### src/rtl/blpix_pkg.sv
// Shared constants and helpers for the blpixgain pixel gain/saturation stage.
package blpix_pkg;
  localparam int NCH_DEF = 10;
  localparam int IW_DEF  = 10;
  localparam int OW_DEF  = 8;
  localparam int GW_DEF  = 2;
  localparam int CW_DEF  = 16;
  localparam int MAXW    = 64;
  localparam int PCW     = 7;

  function automatic logic [PCW-1:0] popcount(input logic [MAXW-1:0] v);
    logic [PCW-1:0] n;
    n = '0;
    for (int i = 0; i < MAXW; i++) n = n + PCW'(v[i]);
    return n;
  endfunction

  // Ones at every bit position >= lo; a sample fits only if these bits are clear.
  function automatic logic [MAXW-1:0] clip_mask(input int lo);
    return {MAXW{1'b1}} << lo;
  endfunction
endpackage

### src/rtl/blpixgain_if.sv
// Pixel tap stream plus frame-sync controls and saturation statistics.
interface blpixgain_if import blpix_pkg::*; #(
  parameter int NCH = NCH_DEF,
  parameter int IW  = IW_DEF,
  parameter int OW  = OW_DEF,
  parameter int GW  = GW_DEF,
  parameter int CW  = CW_DEF
);
  logic              tv;
  logic [GW-1:0]     gsel;
  logic              rnd_en;
  logic              vin;
  logic [NCH*IW-1:0] din;
  logic              vout;
  logic [NCH*OW-1:0] dout;
  logic [NCH-1:0]    sat;
  logic [GW-1:0]     gsel_act;
  logic [CW-1:0]     satcnt;
  logic              satcnt_vld;

  modport master (output tv, gsel, rnd_en, vin, din,
                  input  vout, dout, sat, gsel_act, satcnt, satcnt_vld);
  modport slave  (input  tv, gsel, rnd_en, vin, din,
                  output vout, dout, sat, gsel_act, satcnt, satcnt_vld);
endinterface

### src/rtl/blpixsat.sv
// One tap: right shift by sh, optional half-LSB round, clip to OW bits, registered.
module blpixsat import blpix_pkg::*; #(
  parameter int IW = IW_DEF,
  parameter int OW = OW_DEF,
  parameter int SW = 2
) (
  input  logic          clk,
  input  logic          init,
  input  logic          en,
  input  logic [IW-1:0] din,
  input  logic [SW-1:0] sh,
  input  logic          rnd,
  output logic [OW-1:0] dout,
  output logic          sat
);
  logic [OW-1:0] res, dout_d, dout_q;
  logic [OW:0]   sum;
  logic          hi, rbit, sat_d, sat_q;

  always_comb begin
    // truncation is lossless whenever hi is clear, which is the only case it is used
    res    = OW'(din >> sh);
    hi     = |(MAXW'(din) & clip_mask(OW + int'(sh)));
    // bit sh of {din,0} is din[sh-1], and the appended zero makes sh=0 a no-op
    rbit   = rnd & (|(MAXW'({din, 1'b0}) &
                      (clip_mask(int'(sh)) ^ clip_mask(int'(sh) + 1))));
    sum    = {1'b0, res} + (OW+1)'(rbit);
    dout_d = dout_q;
    sat_d  = sat_q;
    if (en) begin
      sat_d  = hi | sum[OW];
      dout_d = (hi | sum[OW]) ? '1 : sum[OW-1:0];
    end
  end

  always_ff @(posedge clk) begin
    if (init) begin
      dout_q <= '0;
      sat_q  <= 1'b0;
    end else begin
      dout_q <= dout_d;
      sat_q  <= sat_d;
    end
  end

  assign dout = dout_q;
  assign sat  = sat_q;
endmodule

### src/rtl/blpixgain.sv
// Frame-synchronous pixel gain stage: shadow gain regs, stage-1 capture, NCH clip lanes,
// and a per-frame saturated-sample counter.
module blpixgain import blpix_pkg::*; #(
  parameter int NCH = NCH_DEF,
  parameter int IW  = IW_DEF,
  parameter int OW  = OW_DEF,
  parameter int GW  = GW_DEF,
  parameter int CW  = CW_DEF
) (
  input logic        clk,
  input logic        init,
  blpixgain_if.slave bus
);
  localparam int GMAX   = IW - OW;
  localparam int SW     = (GMAX < 1) ? 1 : $clog2(GMAX + 1);
  localparam int STAGES = 2;
  localparam int AW     = CW + PCW + 1;

  logic [GW-1:0]          gsel_act_d, gsel_act_q;
  logic                   rnd_act_d, rnd_act_q;
  logic [STAGES:1]        vld_pipe_d, vld_pipe_q;
  logic [NCH-1:0][IW-1:0] din_d, din_q;
  logic [SW-1:0]          sh_d, sh_q;
  logic                   rnd_d, rnd_q;
  logic [CW-1:0]          acc_d, acc_q, satcnt_d, satcnt_q;
  logic                   satcnt_vld_d, satcnt_vld_q;
  logic [NCH-1:0][OW-1:0] dout_w;
  logic [NCH-1:0]         sat_w;
  logic [PCW-1:0]         inc;
  logic [AW-1:0]          acc_sum;

  // Stage 1 latches the gain in force with the sample so a tv never splits one.
  always_comb begin
    gsel_act_d = bus.tv ? bus.gsel   : gsel_act_q;
    rnd_act_d  = bus.tv ? bus.rnd_en : rnd_act_q;
    vld_pipe_d = {vld_pipe_q[STAGES-1:1], bus.vin};
    din_d      = din_q;
    sh_d       = sh_q;
    rnd_d      = rnd_q;
    if (bus.vin) begin
      din_d = bus.din;
      sh_d  = (int'(gsel_act_q) >= GMAX) ? '0 : SW'(GMAX - int'(gsel_act_q));
      rnd_d = rnd_act_q;
    end
  end

  // On tv the current cycle's clips open the new frame rather than close the old one.
  always_comb begin
    inc          = vld_pipe_q[STAGES] ? popcount(MAXW'(sat_w)) : '0;
    acc_sum      = AW'(bus.tv ? '0 : acc_q) + AW'(inc);
    acc_d        = (|acc_sum[AW-1:CW]) ? '1 : acc_sum[CW-1:0];
    satcnt_d     = bus.tv ? acc_q : satcnt_q;
    satcnt_vld_d = bus.tv;
  end

  always_ff @(posedge clk) begin
    if (init) begin
      gsel_act_q   <= '0;
      rnd_act_q    <= 1'b0;
      vld_pipe_q   <= '0;
      din_q        <= '0;
      sh_q         <= '0;
      rnd_q        <= 1'b0;
      acc_q        <= '0;
      satcnt_q     <= '0;
      satcnt_vld_q <= 1'b0;
    end else begin
      gsel_act_q   <= gsel_act_d;
      rnd_act_q    <= rnd_act_d;
      vld_pipe_q   <= vld_pipe_d;
      din_q        <= din_d;
      sh_q         <= sh_d;
      rnd_q        <= rnd_d;
      acc_q        <= acc_d;
      satcnt_q     <= satcnt_d;
      satcnt_vld_q <= satcnt_vld_d;
    end
  end

  for (genvar k = 0; k < NCH; k++) begin : g_lane
    blpixsat #(.IW(IW), .OW(OW), .SW(SW)) u_sat (
      .clk  (clk),
      .init (init),
      .en   (vld_pipe_q[STAGES-1]),
      .din  (din_q[k]),
      .sh   (sh_q),
      .rnd  (rnd_q),
      .dout (dout_w[k]),
      .sat  (sat_w[k])
    );
  end

  assign bus.vout       = vld_pipe_q[STAGES];
  assign bus.dout       = dout_w;
  assign bus.sat        = sat_w;
  assign bus.gsel_act   = gsel_act_q;
  assign bus.satcnt     = satcnt_q;
  assign bus.satcnt_vld = satcnt_vld_q;
endmodule

### src/flat_wrapper.sv
// flat-port wrapper written by rule: the top's interface ports become plain ports
module blpixgain_flat import blpix_pkg::*;
#(
  parameter int NCH = NCH_DEF,
  parameter int IW  = IW_DEF,
  parameter int OW  = OW_DEF,
  parameter int GW  = GW_DEF,
  parameter int CW  = CW_DEF
)
  (clk, init, bus_tv, bus_gsel, bus_rnd_en, bus_vin, bus_din, bus_vout, bus_dout, bus_sat, bus_gsel_act, bus_satcnt, bus_satcnt_vld);
  blpixgain_if #(.NCH(NCH), .IW(IW), .OW(OW), .GW(GW), .CW(CW)) bus_i ();
  input logic clk;
  input logic init;
  input wire logic [$bits(bus_i.tv)-1:0] bus_tv;
  input wire logic [$bits(bus_i.gsel)-1:0] bus_gsel;
  input wire logic [$bits(bus_i.rnd_en)-1:0] bus_rnd_en;
  input wire logic [$bits(bus_i.vin)-1:0] bus_vin;
  input wire logic [$bits(bus_i.din)-1:0] bus_din;
  output wire logic [$bits(bus_i.vout)-1:0] bus_vout;
  output wire logic [$bits(bus_i.dout)-1:0] bus_dout;
  output wire logic [$bits(bus_i.sat)-1:0] bus_sat;
  output wire logic [$bits(bus_i.gsel_act)-1:0] bus_gsel_act;
  output wire logic [$bits(bus_i.satcnt)-1:0] bus_satcnt;
  output wire logic [$bits(bus_i.satcnt_vld)-1:0] bus_satcnt_vld;
  assign bus_i.tv = bus_tv;
  assign bus_i.gsel = bus_gsel;
  assign bus_i.rnd_en = bus_rnd_en;
  assign bus_i.vin = bus_vin;
  assign bus_i.din = bus_din;
  assign bus_vout = bus_i.vout;
  assign bus_dout = bus_i.dout;
  assign bus_sat = bus_i.sat;
  assign bus_gsel_act = bus_i.gsel_act;
  assign bus_satcnt = bus_i.satcnt;
  assign bus_satcnt_vld = bus_i.satcnt_vld;
  blpixgain #(.NCH(NCH), .IW(IW), .OW(OW), .GW(GW), .CW(CW)) u_core (.clk(clk), .init(init), .bus(bus_i));
endmodule
### config.mk
export PLATFORM = sky130hd
export DESIGN_NAME = blpixgain_flat
export DESIGN_NICKNAME = d
export VERILOG_FILES = /design/src/rtl/blpix_pkg.sv /design/src/rtl/blpixgain_if.sv /design/src/rtl/blpixsat.sv /design/src/rtl/blpixgain.sv /design/src/flat_wrapper.sv
export SDC_FILE = /design/constraint.sdc
export NUM_CORES = 1
export LEC_CHECK = 0
export CAP_MARGIN = 20
export CORE_MARGIN = 1
export CORE_UTILIZATION = 52
export CTS_CLUSTER_SIZE = 14
export DETAILED_ROUTE_END_ITERATION = 16
export PLACE_DENSITY_LB_ADDON = 0.15
export SYNTH_ARGS = -nofsm -noshare
export SYNTH_HDL_FRONTEND = slang
export SYNTH_SLANG_ARGS = --single-unit
### constraint.sdc
create_clock -name clk -period 12.03 [get_ports clk]
set_clock_uncertainty 0.2 [all_clocks]
set_input_delay 1.8045 -clock clk [delete_from_list [all_inputs] [get_ports clk]]
set_output_delay 1.8045 -clock clk [all_outputs]
set_load 0.03 [all_outputs]
Word-level counts from Yosys, hierarchy flattened:

Index checks and enable logic that the tools add are counted.

* reductions and logical operators: 21
* shifts and indexed selects: 13
* bitwise logic cells: 41
* mux-type cells: 14
* add/subtract/negate cells: 23
* $lt $le $gt $ge: 1

Operator list (number)
* OR reduction 64 bit: 20
* AND 10 x 64 -> 64 bit: 10
* AND 11 x 64 -> 64 bit: 10
* right shift 10 x 2 -> 8 bit: 10
* adder 8 x 1 -> 9 bit: 10
* two-way mux 8 bit: 10
* left shift 64 x 2 -> 64 bit (first input constant): 1
* left shift 64 x 3 -> 64 bit (first input constant): 1
* left shift 64 x 5 -> 64 bit (first input constant): 1
* XOR 64 bit: 1
* adder 7 x 1 -> 7 bit: 8
* two-way mux 16 bit: 2
* adder 24 x 7 -> 24 bit: 1
* AND 1 bit: 10
* OR 1 bit: 10
* OR reduction 8 bit: 1
* two-way mux 7 bit: 1
* adder 4 x 2 -> 5 bit (first input constant): 1
* adder 2 x 1 -> 3 bit (second input constant): 1
* adder 1 x 1 -> 2 bit: 1
* >= comparator 2 bit (second input constant): 1
* two-way mux 2 bit: 1
* subtractor 2 bit (first input constant): 1

* logic and storage cells: 151
* register bits: 231
* bits of input ports: 107
* output and inout bits: 110

Depth between registers and ports, before layout:

* depth after elaboration: 13
* gate-level depth with buffers: 16
* gate-level depth less buffers: 15

Hierarchy:

Synthesis repeated with hierarchy kept, for this count alone.

* cells, all modules: 1612
* area, all modules: 14317.5 sq um

By module, submodules not included
* blpixsat: area an instance 869.6 sq um, sequential area each 180.2 sq um, times used 10, cells an instance 107
* blpixgain: area an instance 5621.6 sq um, sequential area each 2822.7 sq um, times used 1, cells an instance 542

Worst setup path before layout:

No wires, ideal clock.

* path type: reg2reg
* start point: reg u_core.g_lane[1].u_sat.sat_q
* end point: reg u_core.acc_q[10]
* cell stages (with the launch flop): 17
* library setup time: 87 ps
* setup slack: 7073 ps
* required time: 11743 ps
* arrival time: 4670 ps
* path buffers: 1
* period minus slack after synthesis: 4957 ps
* cells stage by stage: dfxtp_1 > ha_1 > inv_1 > fa_1 > fa_1 > fa_1 > fa_1 > fa_1 > xor2_1 > and2_1 > ha_1 > a21o_1 > a21oi_1 > or4_1 > buf_2 > or2_1 > o31ai_1

* cells in the longest elaborated chain, start to end: 13

Ends and longest elaborated chain
* start, declared: RTL line blpixsat.sv:18 `logic hi, rbit, sat_d, sat_q;`
* start signal, assigned: RTL line blpixsat.sv:42 `sat_q <= sat_d;`
* adder 1 x 1 -> 2 bit (*): RTL line blpix_pkg.sv:14 `for (int i = 0; i < MAXW; i++) n = n + PCW'(v[i]);`
* adder 7 x 1 -> 7 bit (*) (8 in series): RTL line blpix_pkg.sv:14
* two-way mux 7 bit (*): RTL line blpixgain.sv:49 `inc = vld_pipe_q[STAGES] ? popcount(MAXW'(sat_w)) : '0;`
* adder 24 x 7 -> 24 bit (*): RTL line blpixgain.sv:50 `acc_sum = AW'(bus.tv ? '0 : acc_q) + AW'(inc);`
* OR reduction 8 bit: RTL line blpixgain.sv:51 `acc_d = (|acc_sum[AW-1:CW]) ? '1 : acc_sum[CW-1:0];`
* two-way mux 16 bit (*): RTL line blpixgain.sv:51
* end signal, assigned: RTL line blpixgain.sv:64 `acc_q <= '0;`
* end signal, assigned: RTL line blpixgain.sv:74 `acc_q <= acc_d;`
* end, declared: RTL line blpixgain.sv:25 `logic [CW-1:0] acc_d, acc_q, satcnt_d, satcnt_q;`

Mark *: on every way between the ends. The rest lies on a longest branch, timed or not.
A chain may end at the register's enable or synchronous reset.

Worst setup path after layout:

* start point: reg u_core.g_lane[1].u_sat.sat_q
* end point: reg u_core.acc_q[15]

Same word-level chain as after synthesis.

==> results.md <==
### Worst setup path
* worst-path fanout max: 13
* data arrival time of the critical path: 5790 ps
* r2r setup slk: 6450 ps
* Critical Setup Path Class: flip-flop to flip-flop
* kind of start point of the critical path: flip-flop
* Worst setup EP type: flip-flop
* Critical Path RT: 12240 ps

### Route
* wire length per cell: 16.84 um
* residual antenna-violating net count after detailed routing: 0
* total wire length: 30.92 mm
* Starting DRT DRC Count: 568
* drc violations: 0
* via count of the routed design: 10.37k
* detailed-routing iteration count for the pre-antenna-repair pass: 4
* via density per instance: 5.649

### Timing
* max_slew headroom: 25.62%
* unrepaired setup endpoints after global routing: false
* final setup violation count: 0
* final hold violations: 0
* share of the clock period used by the worst path after layout: 46.35%
* timing-limited maximum frequency: 0.1793 GHz
* Fin Hold WS: 279.5 ps
* Tmin final: 5576 ps
* Max Slew Vio Count: 0
* setup tns final: 0 ps
* slew at the pin with the worst max-slew slack: 1116 ps

### Clock tree
* insertion delay to the later sink of the worst-skew pair: 530 ps
* post_cts resized: 0
* Worst-path clk slew: 60 ps
* number of H-tree levels: 1
* CTS Root Cell: clkbuf_16
* number of buffers on the longest clock path: 3
* TritonCTS buffer count: 26
* CTS tree: yes
* number of buffers inserted to repair setup after CTS: 0
* clk sink count: 231
* number of hold buffers added after CTS: 0

### Global routing
* global-route wire length before repair: 50.18 mm
* GR Util All Layers: 23.73%
* vias in the first global route: 9715
* pin count of the biggest net entering global routing: 101
* sum of overflow across all layers after global routing: 0
* initial antenna violation count: 1

### Synth
* leading area contributor after synthesis: dfxtp_1
* sequential cell area fraction in the yosys report: 35.49%
* ys flop type: dfxtp_1
* number of distinct library cells after synthesis: 75
* number of enable-type register cells in the synthesized netlist: 0
* Post-Syn Nets: 1481
* main combinational cell family by area after synthesis: multiplexers
* post-synthesis share of cell area spent on and, or, nand and nor gates: 15.61%
* multiplexer share of the synthesized area: 25.13%
* gate count after technology mapping: 1338
* mean post-synth cell area: 9.739 sq um
* fraction of synthesized cell area taken by the top area cell type: 35.49%
* leading post-synthesis cells by instance count: nor2_1, dfxtp_1, mux2i_1, mux4_2, a211oi_1
* Synth Register Bits: 231
* area of the mapped netlist: 13030 sq um
* share of synthesized registers carrying an async set or reset: 0%
* fraction of the mapped netlist area in compound gates: 12.22%
* dominant cell by count in the synthesized netlist: nor2_1
* area share of fa/ha/maj cells after synthesis: 3.860%
* number of warnings printed during yosys synthesis: 0
* leading cell types by total area after synthesis: dfxtp_1, mux2i_1, mux4_2
* xor/xnor cell area share of the yosys netlist: 1.949%

### Floorplan
* I/O pins: 217
* Initial Util: 53.27%
* die height: 160.3 um
* die area: 25700 sq um
* Core Footprint: 24460 sq um
* cell row count: 57
* Chip Width: 160.3 um

### Cells and area
* fraction of layout cells with a size suffix above 1: 11.58%
* number of nets at the end of the flow: 1635
* number of non-filler instances in the completed layout: 1836
* fin util: 65.62%
* Syn-to-layout area delta: 23.19%

### Place
* estimated wirelength of the detail-placed design: 21.34 mm
* routability congestion estimate from global placement: 0.8876
* port bufs: 216
* instance count after placement with tap cells included: 1788

### Hold path
* classification of the worst-slack hold path: flip-flop to flip-flop

### Power
* pwr/cell area: 128.3 nW/um^2
* total power draw: 0.002060 W
* leakage power figure: 5.997 nW
* maximum VDD drop: 0.0001210 V

### Run status
* run status: completed

### Job
* number of maximum-capacitance constraint violations: 0

through the flow:
stage,worst slack [ps],cell area [sq um]
3_3_place_gp,6541,15130
5_1_grt,6169,16050
4_1_cts,6460,16050
3_5_place_dp,6474,15130
6_report,6454,16050
2_1_floorplan,7073,13030
layer usage:
metal	wire length [um]	GRT usage, %	vias up
met5	0	0	-
met4	605	6.277	0
met3	1496	3.409	42
met2	14740	39.29	244
met1	14080	32.47	4973
li1	-	-	5112
flip-flops by register name (all words and copies together) (netlist names):
signal                    count
u_core.din_q                100
u_core.g_lane.u_sat.dout     80
u_core.acc_q                 16
u_core.bus.satcnt            16
u_core.g_lane.u_sat.sat      10
u_core.bus.gsel_act           2
u_core.sh_q                   2
u_core.vld_pipe_q             2
u_core.bus.satcnt_vld         1
u_core.rnd_act_q              1
u_core.rnd_q                  1
layout by cell type, fill, tap and decap left out, drive strengths merged, types with 5 or more instances in the layout:
| master | netlist | final |
|---|---|---|
| dfxtp | 231 | 231 |
| o21bai | 11 | 11 |
| mux4 | 62 | 62 |
| and3 | 5 | 5 |
| and2 | 11 | 11 |
| a211oi | 72 | 72 |
| clkbuf | 46 | 36 |
| mux2 | 23 | 23 |
| fa | 7 | 7 |
| mux2i | 161 | 161 |
| nand4 | 15 | 15 |
| nor3 | 30 | 30 |
| a21oi | 31 | 31 |
| xnor2 | 15 | 15 |
| a22oi | 7 | 7 |
| buf | 52 | 10 |
| nor2b | 35 | 35 |
| o22ai | 6 | 6 |
| inv | 53 | 53 |
| nand2b | 7 | 7 |
| nand2 | 53 | 53 |
| clkinv | 1 | 7 |
| ha | 29 | 29 |
| a2bb2oi | 9 | 9 |
| nand3 | 20 | 20 |
| o21a | 14 | 14 |
| a32oi | 5 | 5 |
| nor2 | 239 | 239 |
| xor2 | 14 | 14 |
| clkdlybuf4s50 | 0 | 214 |
| nor4 | 5 | 5 |
| o21ai | 21 | 21 |
power by group:
part           switching [W]  total, W  internal, W
Combinational       0.000187  0.000359     0.000172
Clock               0.000315  0.000840     0.000525
Sequential         0.0000509  0.000860     0.000809
final cells by class:
type	instances	area, sq um
multi-input cells	955	7661
inverters	54	202.7
flip-flops and latches	231	4636
clock buffers	36	759.5
repair buffers	224	2225
well taps	324	405.4
clock inverters	11	161.4
diodes	1	2.502
fillers	2003	8409
final timing paths:
kind,start,to,cells after the start
setup reg to reg,u_core.g_lane[1].u_sat.sat$_SDFFE_PP0P_,u_core.acc_q[15]$_SDFF_PP0_,15
hold / removal,u_core.g_lane[9].u_sat.dout[5]$_SDFFE_PP0P_,u_core.g_lane[9].u_sat.dout[5]$_SDFFE_PP0P_,2
setup / recovery,u_core.g_lane[1].u_sat.sat$_SDFFE_PP0P_,u_core.acc_q[15]$_SDFF_PP0_,15
hold reg to reg,u_core.g_lane[9].u_sat.dout[5]$_SDFFE_PP0P_,u_core.g_lane[9].u_sat.dout[5]$_SDFFE_PP0P_,2
cells by family (layout without fill, tap and decap cells):
group	count (synthesis)	after routing
DFF	231	231
and+or+nand+nor	435	435
muxes	246	246
adders and majority gates	36	36
AOI/OAI and AO/OA	209	209
buffers and inverters	152	325
xor gates and xnor gates	29	29
other	0	1
critical path: stages (launching register included):
cell,delay [ps]
dfxtp_1,320
ha_1,290
inv_1,70
fa_1,430
fa_1,510
fa_1,430
fa_1,420
fa_1,410
xor2_1,170
and2_1,150
ha_1,330
a21o_1,160
a21oi_1,550
or4_1,510
nor2_1,100
or3_1,400
No activity file was read; power rests on OpenSTA's default activity.
